--- src/rtl/clock_ratio_meter_pkg.sv ---
// Shared definitions for the clock ratio meter and the PWM divider blocks it checks.
package clock_ratio_meter_pkg;

   localparam int CRM_WIDTH = 16;

   typedef enum logic [1:0] {
      ST_IDLE    = 2'd0,
      ST_ARM     = 2'd1,
      ST_MEASURE = 2'd2
   } crm_state_e;

endpackage

--- src/rtl/clock_ratio_meter_sig_sync.sv ---
// Multi-stage synchronizer for an asynchronous clock-like input plus rising-edge detect.
module sig_sync #(
   parameter int SYNC_STAGES = 2
) (
   input  logic clk,
   input  logic rst_n,
   input  logic i_sig,
   output logic o_s,
   output logic o_rise
);

   logic [SYNC_STAGES-1:0] sync_q, sync_d;
   logic                   s_d_q, s_d_d;

   always_comb begin
      sync_d = {sync_q[SYNC_STAGES-2:0], i_sig};
      s_d_d  = sync_q[SYNC_STAGES-1];
   end

   always_ff @(posedge clk or negedge rst_n) begin
      if (!rst_n) begin
         sync_q <= '0;
         s_d_q  <= 1'b0;
      end else begin
         sync_q <= sync_d;
         s_d_q  <= s_d_d;
      end
   end

   assign o_s    = sync_q[SYNC_STAGES-1];
   assign o_rise = o_s & ~s_d_q;

endmodule

--- src/rtl/clock_ratio_meter.sv ---
// Measures period and high time of a divided clock in system-clock cycles, with lock and timeout flags.
module clock_ratio_meter
   import clock_ratio_meter_pkg::*;
#(
   parameter int WIDTH       = CRM_WIDTH,
   parameter int SYNC_STAGES = 2,
   parameter int LOCK_COUNT  = 4
) (
   input  logic             i_clk,
   input  logic             i_rst_n,
   input  logic             i_en,
   input  logic             i_sig,
   output logic [WIDTH-1:0] o_period,
   output logic [WIDTH-1:0] o_high,
   output logic             o_valid,
   output logic             o_locked,
   output logic             o_timeout
);

   localparam int             MW        = $clog2(LOCK_COUNT);
   localparam logic [MW-1:0]  MATCH_MAX = MW'(LOCK_COUNT - 1);
   localparam logic [WIDTH-1:0] CNT_MAX = {WIDTH{1'b1}};
   localparam logic [WIDTH-1:0] ONE     = WIDTH'(1);

   logic s, rise;

   sig_sync #(.SYNC_STAGES(SYNC_STAGES)) u_sync (
      .clk    (i_clk),
      .rst_n  (i_rst_n),
      .i_sig  (i_sig),
      .o_s    (s),
      .o_rise (rise)
   );

   crm_state_e       state_q, state_d;
   logic [WIDTH-1:0] cnt_q, cnt_d;
   logic [WIDTH-1:0] hcnt_q, hcnt_d;
   logic [WIDTH-1:0] period_q, period_d;
   logic [WIDTH-1:0] high_q, high_d;
   logic             valid_q, valid_d;
   logic             locked_q, locked_d;
   logic             timeout_q, timeout_d;
   logic [MW-1:0]    match_q, match_d;
   logic [MW-1:0]    match_nxt;

   always_comb begin
      state_d   = state_q;
      cnt_d     = cnt_q;
      hcnt_d    = hcnt_q;
      period_d  = period_q;
      high_d    = high_q;
      valid_d   = 1'b0;
      locked_d  = locked_q;
      timeout_d = timeout_q;
      match_d   = match_q;
      match_nxt = '0;

      // Disable wins over everything, including a rise in the same cycle.
      if (!i_en) begin
         state_d  = ST_IDLE;
         cnt_d    = '0;
         hcnt_d   = '0;
         locked_d = 1'b0;
         match_d  = '0;
      end else begin
         unique case (state_q)
            ST_IDLE: begin
               cnt_d   = '0;
               hcnt_d  = '0;
               state_d = ST_ARM;
            end
            ST_ARM: begin
               if (rise) begin
                  cnt_d   = ONE;
                  hcnt_d  = ONE;
                  state_d = ST_MEASURE;
               end
            end
            ST_MEASURE: begin
               if (rise) begin
                  period_d  = cnt_q;
                  high_d    = hcnt_q;
                  valid_d   = 1'b1;
                  timeout_d = 1'b0;
                  cnt_d     = ONE;
                  hcnt_d    = ONE;
                  if (cnt_q == period_q)
                     match_nxt = (match_q == MATCH_MAX) ? match_q : match_q + MW'(1);
                  else
                     match_nxt = '0;
                  match_d  = match_nxt;
                  locked_d = (match_nxt == MATCH_MAX);
               end else if (cnt_q == CNT_MAX) begin
                  timeout_d = 1'b1;
                  locked_d  = 1'b0;
                  match_d   = '0;
                  state_d   = ST_ARM;
               end else begin
                  cnt_d  = cnt_q + ONE;
                  hcnt_d = hcnt_q + {{(WIDTH-1){1'b0}}, s};
               end
            end
            default: state_d = ST_IDLE;
         endcase
      end
   end

   always_ff @(posedge i_clk or negedge i_rst_n) begin
      if (!i_rst_n) begin
         state_q   <= ST_IDLE;
         cnt_q     <= '0;
         hcnt_q    <= '0;
         period_q  <= '0;
         high_q    <= '0;
         valid_q   <= 1'b0;
         locked_q  <= 1'b0;
         timeout_q <= 1'b0;
         match_q   <= '0;
      end else begin
         state_q   <= state_d;
         cnt_q     <= cnt_d;
         hcnt_q    <= hcnt_d;
         period_q  <= period_d;
         high_q    <= high_d;
         valid_q   <= valid_d;
         locked_q  <= locked_d;
         timeout_q <= timeout_d;
         match_q   <= match_d;
      end
   end

   assign o_period  = period_q;
   assign o_high    = high_q;
   assign o_valid   = valid_q;
   assign o_locked  = locked_q;
   assign o_timeout = timeout_q;

endmodule
--- config.mk ---
export PLATFORM = sky130hd
export DESIGN_NAME = clock_ratio_meter
export DESIGN_NICKNAME = d
export VERILOG_FILES = /design/src/rtl/clock_ratio_meter_pkg.sv /design/src/rtl/clock_ratio_meter_sig_sync.sv /design/src/rtl/clock_ratio_meter.sv
export SDC_FILE = /design/constraint.sdc
export NUM_CORES = 1
export LEC_CHECK = 0
export CAP_MARGIN = 5
export CORE_ASPECT_RATIO = 0.5
export CORE_MARGIN = 2
export CORE_UTILIZATION = 30
export DETAILED_ROUTE_END_ITERATION = 10
export PLACE_DENSITY = 0.55
export SKIP_CTS_REPAIR_TIMING = 1
export SYNTH_ARGS = -nofsm -noshare
export SYNTH_HDL_FRONTEND = slang
export SYNTH_SLANG_ARGS = --single-unit
--- constraint.sdc ---
create_clock -name i_clk -period 4.75 [get_ports i_clk]
set_input_delay 1.425 -clock i_clk [delete_from_list [all_inputs] [get_ports i_clk]]
set_output_delay 1.425 -clock i_clk [all_outputs]
set_load 0.02 [all_outputs]
# After elaboration in Yosys (flattened, before gate mapping)
# Cells that the tools add are included.
# classes
n_addsub	3
eq_ne	13
n_mux	32
n_bitwise	2
n_reduce_logical	7
# op_table
operator	n
16-bit 2-to-1 mux	7
16-bit case mux with 3 select lines	2
2-bit 2-to-1 mux	13
16-bit by 1-bit adder with 16-bit output	1
16-bit by 1-bit adder with 16-bit output (second input constant)	1
16-bit == test	1
16-bit == test (second input constant)	1
3-bit AND reduction	4
1-bit 2-to-1 mux	9
3-bit inequality test (second input constant)	3
2-bit == test (second input constant)	3
2-bit case mux with 3 select lines	1
4-bit by 1-bit inequality test with 1-bit output (second input constant)	1
4-bit inequality test (second input constant)	1
3-bit by 1-bit inequality test with 1-bit output (second input constant)	1
2-bit by 1-bit adder with 2-bit output (second input constant)	1
2-bit by 1-bit == test with 1-bit output (second input constant)	1
2-bit logical NOT	1
2-bit by 1-bit inequality test with 1-bit output (second input constant)	1
2-bit AND reduction	1
2-bit nonzero test	1
1-bit AND	1
1-bit NOT	1
# word_totals
register_bits	74
out_inout_bits	35
wordCells	68

# Longest topological paths before layout
# Gate-level depths: netlist (run 1).
# depth
depth_word	10
mapped_depth	8
ltp_nobuf	7

# Hierarchy
# Synthesis (run 1) repeated with hierarchy kept, for this count alone.
# hier_totals
hier_cells	365
area_unflattened_um2	3727.3
# by_module_without_submodules
mod	n_inst	cells_each	area_per_inst_um2	seq_area_each_um2
clock_ratio_meter	1	361	3638.5	1776.7
sig_sync	1	4	88.8	75.1

# Worst setup path after synthesis (run 1)
# OpenSTA, ideal clock, no wires.
# synth_timing
kind	input port to flip-flop
startpoint	input port i_en
endpoint	register cnt_q[3]
setup_time_ns	0.126
arrival_time_ns	2.423
t_required_ns	4.624
path_slack_ns	2.201
cell_stages	5
n_path_buf	2
cell_sequence	buf_4 > nor2b_1 > buf_2 > o21ai_0 > a221o_1
# synth_via
elab_chain_len	2
word_cells_on_any_way	5
classes_between	eq/ne (3); mux (1); reduce/logical (1)
# synth_lines
element	line	source
from (decl)	clock_ratio_meter.sv:11	input logic i_en,
4-bit by 1-bit inequality test with 1-bit output (no line), or another cell as far along	-	
3-bit AND reduction (no line)	-	
to (signal assigned)	clock_ratio_meter.sv:121	cnt_q <= cnt_d;
to (decl)	clock_ratio_meter.sv:36	logic [WIDTH-1:0] cnt_q, cnt_d;
# Parallel ways exist; a longest one is shown, timed or not.
# A chain may end at the register's enable or synchronous reset.

# Worst setup path after layout (run 1)
# layout_timing
startpoint	input port i_en
endpoint	register hcnt_q[13]
# layout_via
elab_chain_len	2
word_cells_on_any_way	5
classes_between	eq/ne (3); mux (1); reduce/logical (1)
# layout_lines
element	line	source
4-bit by 1-bit inequality test with 1-bit output (no line), or another cell as far along	-	
3-bit AND reduction (no line)	-	
to (signal assigned)	clock_ratio_meter.sv:122	hcnt_q <= hcnt_d;
to (decl)	clock_ratio_meter.sv:37	logic [WIDTH-1:0] hcnt_q, hcnt_d;
# Parallel ways exist; a longest one is shown, timed or not.

==> summary.txt, run 1 <==
Yosys
  – Syn nets: 432
  – Async S/R FF share, synth: 100.0%
  – Synth top area cells: dfrtp_1 (49%), nand2_1 (12%), a31oi_1 (3.8%), a21oi_1 (3.4%), xnor2_1 (2.8%)
  – Most used DFF post-synth: dfrtp_1
  – Cells after Synth: 421
  – Seq cells post-synth: 74
  – Register area share after synthesis: 48.78%
  – Synth warn: 0
  – Post-synthesis cell type count: 48
  – Post-synthesis average cell area: 9.017 um^2
  – Synth top area share: 48.78%
  – Synthesized area: 3796 um^2
  – Number of synthesized flops with an enable pin: 0
  – Synth area leader: dfrtp_1

Clock tree
  – TritonCTS clock tree: done
  – CTS max path bufs: 2
  – Clock Tree Root: clkbuf_16
  – Max H-tree Level: 3
  – Clock sinks: 74
  – Clock latency on the worst-skew pair: 0.34 ns
  – Cts bufs inserted: 9
  – Worst-path clk slew: 0.06 ns

Final layout
  – Filler Cell Count: 1,230
  – Post-Layout Cell Count: 617
  – ANT cells: 0
  – Area growth syn-to-layout: 19.74%
  – Layout Nets: 458
  – Ratio of cells with drive above 1 in the final layout: 8.186%

Detailed routing
  – Drt wl/cell: 15.39 um
  – Vias: 3,075
  – Vias per cell: 4.984
  – 1st-iter DRT viols: 274
  – Antenna-violating nets left: 0
  – DRC violations left: 0
  – Router iterations before antenna repair: 4
  – WL final: 9495 um

Placement
  – Dpl cells: 601
  – Post-DP HPWL: 6285 um
  – Worst slack, placed: 1.097 ns
  – Port buffer count: 38
  – Routability cong.: 0.8353

GRT
  – Vias in the first global route: 2,927
  – Total Routing Usage GR: 14.97%
  – Initial antenna violation count: 0
  – Largest net degree at the start of global routing: 75
  – First-pass GRT wire length: 15,970 um
  – GRT overflow: 0

Timing
  – Worst-margin pin slew: 0.9552 ns
  – Setup TNS: 0 ns
  – Max-slew violations: 0
  – Number of setup violations in the final report: 0
  – Slew Limit Headroom: 36.32%
  – RSZ-0062 raised after global routing: no
  – Final Cycle Share: 70.82%
  – Final hold vios: 0
  – Max Clk Rate: 0.2973 GHz
  – Setup WS post-layout: 1.386 ns
  – Post-layout minimum cycle time: 3.364 ns
  – Clk_skew: 0.006234 ns

Die
  – Die width: 163.1 um
  – Die H: 83.54 um
  – IO Pins: 39
  – FP Rows: 28
  – Core box area: 12,090 um^2
  – Die ar.: 13,620 um^2
  – Initial Utilization: 31.41%

Power
  – VDD IR-drop max: 0.1409 mV
  – Pleak: 2.066 nW
  – Pwr dens: 331.2 nW/um^2

Status
  – Run status: finished, final reports clean

Job
  – Max Cap Violations: 0

Critical path
  – Worst Path Required: 5.01 ns
  – Reg-to-Reg Start: state_q[0]$_DFFE_PN0P_
  – Cell breakdown of the critical path: clkdlybuf4s50_1 > nand3_1 > nor2_2 > o211a_1 > buf_4 > a41oi_1 > a31oi_1
  – WS Path Type: in -> reg
  – CP Launch Type: primary input
  – Worst setup path start: i_en
  – Worst path max stage delay: 0.74 ns
  – Kind of cell adding the most delay to the critical path: buffers and inverters
  – Slowest CP cell: clkdlybuf4s50_1
  – Worst Setup End Kind: register
  – CP Buf/Inv Count: 2
  – Crit Path Max Fanout: 22
  – CP arrival: 3.62 ns

Hold path
  – Hold/Removal Path Class: reg -> reg
  – Hold_sp: u_sync.sync_q[0]$_DFF_PN0_
==> path summary, 6_finish.rpt <==
check	slack, ns	depth (start not counted)	end
hold reg to reg	0.35	0	u_sync.sync_q[1]$_DFF_PN0_
setup reg to reg	2.27	8	hcnt_q[13]$_DFFE_PN0P_
hold / removal	0.35	0	u_sync.sync_q[1]$_DFF_PN0_
setup / recovery	1.39	7	hcnt_q[13]$_DFFE_PN0P_
max in group asynchronous	2.90	1	o_period[4]$_DFFE_PN0P_
min in group asynchronous	1.24	1	o_high[15]$_DFFE_PN0P_
==> per-stage QoR <==
step / util (%) / area (um^2) / power, mW / hold slack (ns)
2_1_floorplan: - / 3796 / 0.8073 / 0.3312
3_3_place_gp: 35.19 / 4253 / 0.8564 / 0.3412
3_5_place_dp: 35.19 / 4253 / 0.8591 / 0.3355
4_1_cts: 37.61 / 4546 / 1.527 / 0.3495
5_1_grt: 37.61 / 4546 / 1.571 / 0.3545
6_report: 37.61 / 4546 / 1.506 / 0.3486
==> state kept, by name, indices dropped and copies added, names as in the netlist, 2 cells and up <==
name	flops
u_sync.sync_q	2
o_period	16
cnt_q	16
match_q	2
o_high	16
state_q	2
hcnt_q	16
==> worst reg2reg max path: cells and delay by family (launching register included) <==
family                     cells  cell delay, ns
AOI/OAI and AO/OA              3            0.58
buffers and inverters          2            0.36
adders and majority gates      1            0.45
DFF                            1            0.41
and+or+nand+nor                2            0.61
==> Yosys cell counts, types with 7 or more instances <==
cell type,count
a21oi_1,26
a31oi_1,23
a41oi_1,7
buf_2,7
clkbuf_1,11
dfrtp_1,74
ha_1,7
inv_1,8
nand2_1,125
nand3_1,16
nor2_1,10
o21ai_0,13
o31ai_1,7
xnor2_1,12
==> routing by layer <==
metal	part of all wire [%]	routed length, um	vias to the layer above	GRT usage (%)
met5	0	0	-	0
met4	1.6	152	0	5.068
met3	5.9	562	12	5.017
met2	42	4026	60	21.26
met1	50	4753	1481	21.14
li1	-	-	1522	-
==> cell usage in the layout, fill, tap and decap left out, types with 2 or more instances in the layout <==
master	n
xnor2_1	12
and3_1	5
nor2_1	10
inv_1	8
nor3_1	4
nand2b_1	3
and4_1	3
clkdlybuf4s50_1	37
buf_4	6
nand4_1	6
a31oi_1	23
nor4_1	3
clkbuf_16	9
nand2_1	125
o21a_1	6
a41oi_1	7
a21oi_1	26
dfrtp_1	74
or2_2	3
clkbuf_8	3
clkinvlp_4	3
o21ba_2	2
ha_1	7
a31o_2	2
nand3_1	16
o211ai_1	2
or3_1	2
xor2_1	4
a221o_1	2
o211a_1	2
nor2b_1	3
o31ai_1	7
o21ai_0	13
==> cell type report <==
cell class	instances	area, um^2	area share [%]
clock buffers	13	270.3	5.945
repair buffers	43	415.4	9.138
multi-input cells	311	1749	38.48
well taps	165	206.4	4.542
flip-flops and latches	74	1852	40.74
clock inverters	3	22.52	0.4955
inverters	8	30.03	0.6606
==> where the power goes <==
part	switching, mW	internal [mW]	total (mW)
clock	0.262	0.396	0.658
combinational	0.124	0.0598	0.183
sequential	0.0184	0.646	0.664
==> cell families after synthesis <==
group	count (synthesis)	share of synthesized area (%)
xor gates and xnor gates	16	3.691
muxes	1	0.2966
and+or+nand+nor	191	23.20
adders and majority gates	7	2.307
DFF	74	48.78
buffers and inverters	36	5.142
AOI/OAI and AO/OA	96	16.58
(Power assumes the default switching activity.)
==> inputs of run 2 (changes only) <==
- clock period: 4.75 -> 3.2 ns (I/O delays scaled with it)
==> run 2 against run 1 <==
Net effect: sequential cell count did not move; hold slack worse by 0.00091 ns; cell area grew 2.8%; power grew 64%; combinational power increased by 54%; register-to-register slack got worse by 1.4 ns; first-iteration DRC count shrank 0.73%; cell count grew 1.5%; sequential share of layout area down 1.1 points; utilization is 1.1 points higher; global-route usage grew 0.44 points; critical path type unchanged; largest power group is now the clock network.
==> summary.txt, run 2 (same netlist as run 1, synthesis figures left out) <==
Placement
  – Worst slack, placed: 0.4361 ns
  – Routability cong.: 0.7892
  – Port buffer count: 38
  – Post-DP HPWL: 6541 um

Critical path
  – Worst Path Required: 3.46 ns
  – Slowest CP cell: clkdlybuf4s50_1
  – Crit Path Max Fanout: 12
  – Worst Setup End Kind: register
  – Kind of cell adding the most delay to the critical path: simple AND/OR/NAND/NOR gates
  – WS Path Type: in -> reg
  – Worst path max stage delay: 0.59 ns
  – CP Buf/Inv Count: 1
  – CP Launch Type: primary input
  – Reg2Reg Setup Slack: 0.88 ns
  – Cell breakdown of the critical path: clkdlybuf4s50_1 > nand3_1 > nand2b_1 > a31o_2 > a31oi_1
  – CP arrival: 2.71 ns

Timing
  – Worst-margin pin slew: 0.5792 ns
  – Final hold vios: 0
  – Slew Limit Headroom: 61.39%
  – Max Clk Rate: 0.4068 GHz
  – Post-layout minimum cycle time: 2.458 ns
  – Number of setup violations in the final report: 0
  – Clk_skew: 0.007712 ns
  – Hold slack: 0.3476 ns
  – Setup WS post-layout: 0.7416 ns
  – RSZ-0062 raised after global routing: no
  – Final Cycle Share: 76.82%
  – Max-slew violations: 0
  – Setup TNS: 0 ns

Final layout
  – Layout Nets: 467
  – ANT cells: 0
  – Ratio of cells with drive above 1 in the final layout: 9.978%
  – Area growth syn-to-layout: 23.14%
  – Filler Cell Count: 1,224
  – Commonest non-fill, non-tap cell in the layout: nand2_1
  – Most frequent cells in the layout: nand2_1 (125), dfrtp_1 (74), clkdlybuf4s50_1 (37)
  – Multi-input logic area: 1749 um^2
  – Flip-flop and latch area: 1852 um^2

Die
  – Core box area: 12,090 um^2
  – Die H: 83.54 um
  – Die ar.: 13,620 um^2
  – IO Pins: 39
  – FP Rows: 28
  – Die width: 163.1 um
  – Initial Utilization: 31.41%

Detailed routing
  – Vias: 3,154
  – Vias per cell: 5.038
  – 1st-iter DRT viols: 272
  – Antenna-violating nets left: 0
  – WL final: 9521 um
  – Drt wl/cell: 15.21 um
  – DRC violations left: 0
  – Router iterations before antenna repair: 5

Power
  – Pwr dens: 527.3 nW/um^2
  – VDD IR-drop max: 0.2853 mV
  – Pleak: 2.145 nW

Clock tree
  – Max H-tree Level: 3
  – CTS max path bufs: 2
  – TritonCTS clock tree: done
  – Clock latency on the worst-skew pair: 0.34 ns
  – Clock sinks: 74
  – Cts bufs inserted: 9
  – Clock Tree Root: clkbuf_16
  – Worst-path clk slew: 0.06 ns

GRT
  – Total Routing Usage GR: 15.41%
  – First-pass GRT wire length: 16,560 um
  – Initial antenna violation count: 0
  – GRT overflow: 0
  – Largest net degree at the start of global routing: 40
  – Vias in the first global route: 3,136

Status
  – Run status: finished, final reports clean

Hold path
  – Hold/Removal Path Class: reg -> reg

Job
  – Max Cap Violations: 0
[run 2: cell types whose count changed in the layout (fill, tap and decap cells not counted)]
| cell | before | now |
|---|---|---|
| buf_4 | 6 | 15 |
| clkinvlp_4 | 3 | 1 |
| bufinv_16 | 0 | 3 |
| clkbuf_8 | 3 | 2 |
[run 2: layer usage]
layer | vias up | wire, um | track usage (%)
met2 | 74 | 3934 | 22.00
met5 | - | 0 | 0
met1 | 1525 | 4987 | 22.30
met3 | 7 | 493 | 4.223
met4 | 0 | 105 | 5.149
li1 | 1548 | - | -
[run 2: power breakdown]
group	total, mW	leakage [nW]	switching, mW	internal (mW)
registers	0.986	1.02	0.0277	0.958
logic	0.281	0.952	0.184	0.0974
clock network	1.20	0.169	0.393	0.805
[run 2: cell type report]
type                            instances  area share [%]
Timing Repair Buffer                   52           10.33
Clock buffer                           12           5.487
Clock inverter                          4           2.088
Inverter                                8          0.6424
Tap cell                              165           4.416
Sequential cell                        74           39.61
Multi-Input combinational cell        311           37.42
[run 2: metrics by stage]
stage / power (mW) / cells / utilization, % / instance area (um^2)
2_1_floorplan: 1.198 / 421 / - / 3796
3_3_place_gp: 1.283 / 610 / 35.75 / 4320
3_5_place_dp: 1.284 / 610 / 35.75 / 4320
4_1_cts: 2.492 / 626 / 38.67 / 4674
5_1_grt: 2.572 / 626 / 38.67 / 4674
6_report: 2.465 / 626 / 38.67 / 4674
[run 2: final timing paths]
check / startpoint / cells past startpoint / end
worst max register to register: cnt_q[0]$_DFFE_PN0P_ / 6 / hcnt_q[12]$_DFFE_PN0P_
worst min register to register: u_sync.sync_q[0]$_DFF_PN0_ / 0 / u_sync.sync_q[1]$_DFF_PN0_
worst min-delay path: u_sync.sync_q[0]$_DFF_PN0_ / 0 / u_sync.sync_q[1]$_DFF_PN0_
min in group asynchronous: i_rst_n / 1 / hcnt_q[1]$_DFFE_PN0P_
max in group asynchronous: i_rst_n / 2 / hcnt_q[14]$_DFFE_PN0P_
worst max-delay path: i_en / 5 / cnt_q[11]$_DFFE_PN0P_
==> inputs of run 3 (changes only) <==
- clock period: 3.2 -> 2.5 ns (I/O delays scaled with it)
==> run 3 against run 2 <==
Net effect: clock power grew 7%; global-route usage shrank 0.48 points; first-iteration DRC count shrank 35%.
==> summary.txt, run 3 (same netlist as run 1, synthesis figures left out) <==
Die
  – Initial Utilization: 31.41%
  – Die H: 83.54 um
  – Die ar.: 13,620 um^2
  – IO Pins: 39
  – Die width: 163.1 um
  – Core box area: 12,090 um^2
  – FP Rows: 28

Final layout
  – Commonest non-fill, non-tap cell in the layout: nand2_1
  – Fin util: 39.01%
  – Most frequent cells in the layout: nand2_1 (125), dfrtp_1 (74), clkdlybuf4s50_1 (37)
  – Layout Nets: 478
  – Post-Layout Cell Count: 636
  – Filler Cell Count: 1,218
  – Area growth syn-to-layout: 24.19%
  – ANT cells: 0
  – Ratio of cells with drive above 1 in the final layout: 11.68%

Timing
  – Post-layout minimum cycle time: 2.119 ns
  – Final hold vios: 0
  – Slew Limit Headroom: 58.31%
  – Max Clk Rate: 0.4719 GHz
  – RSZ-0062 raised after global routing: no
  – Final Cycle Share: 84.77%
  – Worst-margin pin slew: 0.6238 ns
  – Setup TNS: 0 ns
  – Max-slew violations: 0
  – Setup WS post-layout: 0.3807 ns
  – Number of setup violations in the final report: 0
  – Clk_skew: 0.006000 ns

Detailed routing
  – Vias per cell: 4.903
  – 1st-iter DRT viols: 177
  – DRC violations left: 0
  – Vias: 3,118
  – Antenna-violating nets left: 0
  – Drt wl/cell: 14.84 um
  – WL final: 9438 um
  – Router iterations before antenna repair: 4

Critical path
  – Worst Path Required: 2.72 ns
  – Cell breakdown of the critical path: clkdlybuf4s50_1 > nand3_1 > nor3_4 > nor2_4 > mux2_2
  – Slowest CP cell: nor2_4
  – WS Path Type: in -> reg
  – CP Launch Type: primary input
  – Worst path max stage delay: 0.49 ns
  – Crit Path Max Fanout: 24
  – Worst setup path start: i_en
  – CP arrival: 2.34 ns
  – Reg-to-Reg Start: cnt_q[0]$_DFFE_PN0P_
  – Worst Setup End Kind: register

GRT
  – First-pass GRT wire length: 16,160 um
  – GRT overflow: 0
  – Largest net degree at the start of global routing: 57
  – Met3 Usage GRT: 5.166%
  – Met2 Usage GRT: 21.42%
  – Vias in the first global route: 3,112
  – Initial antenna violation count: 0
  – Total Routing Usage GR: 14.93%
  – Most Crowded Layer GR: met2
  – Met1 usage: 21.03%

Clock tree
  – Clock Tree Root: clkbuf_16
  – TritonCTS clock tree: done
  – Clock latency on the worst-skew pair: 0.34 ns
  – Worst-path clk slew: 0.06 ns
  – Clock sinks: 74
  – Cts bufs inserted: 9
  – CTS max path bufs: 2
  – Max H-tree Level: 3

Job
  – Max Cap Violations: 0

Placement
  – Routability cong.: 0.8026
  – Port buffer count: 38
  – Worst slack, placed: 0.03270 ns
  – Post-DP HPWL: 6507 um
  – Dpl cells: 621

Hold path
  – Hold/Removal Path Class: in -> async

Power
  – Pwr dens: 616.4 nW/um^2
  – Pleak: 2.186 nW
  – PnR Total Power: 2.906 mW
  – VDD IR-drop max: 0.2696 mV

Status
  – Run status: finished, final reports clean
## run 3: changes by cell type in the layout (fill, tap and decap cells not counted), sizes merged
cell / delta
clkinvlp: -1
bufinv: -2
buf: +11
clkinv: +2
## run 3: per-layer routing
metal  vias up  routed length (um)
met2        57                3988
met3        10                 517
li1       1562                   -
met1      1489                4831
met5         -                   0
met4         0                 100
## run 3: area by class of cell
type / count / area (um^2) / area share, %
Sequential cell: 74 / 1852 / 39.28
Clock inverter: 3 / 40.04 / 0.8493
Tap cell: 165 / 206.4 / 4.379
Clock buffer: 12 / 246.5 / 5.228
Multi-Input combinational cell: 311 / 1749 / 37.10
Inverter: 8 / 30.03 / 0.6369
Timing Repair Buffer: 63 / 590.6 / 12.53
## run 3: power by group
part	internal (mW)	switching, mW
Clock	0.792	0.491
Combinational	0.129	0.243
Sequential	1.23	0.0252
## run 3: critical path: cells and delay by family
| kind | cells | cell delay [ns] |
|---|---|---|
| AND/OR/NAND/NOR | 3 | 0.72 |
| multiplexers | 1 | 0.40 |
| buffers and inverters | 1 | 0.46 |
## run 3: final timing paths
check / slack, ns / end / depth (start not counted)
setup / recovery: 0.38 / hcnt_q[0]$_DFFE_PN0P_ / 5
hold / removal: 0.28 / o_high[2]$_DFFE_PN0P_ / 1
setup reg to reg: 0.39 / hcnt_q[0]$_DFFE_PN0P_ / 6
hold reg to reg: 0.35 / u_sync.sync_q[1]$_DFF_PN0_ / 0
max in group asynchronous: 1.63 / o_period[14]$_DFFE_PN0P_ / 2
min in group i_clk: 0.35 / u_sync.sync_q[1]$_DFF_PN0_ / 0
## run 3: stage by stage
step           hold slack (ns)  instance area, um^2
2_1_floorplan           0.3312                 3796
3_3_place_gp            0.3349                 4428
3_5_place_dp            0.3416                 4428
4_1_cts                 0.2899                 4715
5_1_grt                 0.2924                 4715
6_report                0.2840                 4715
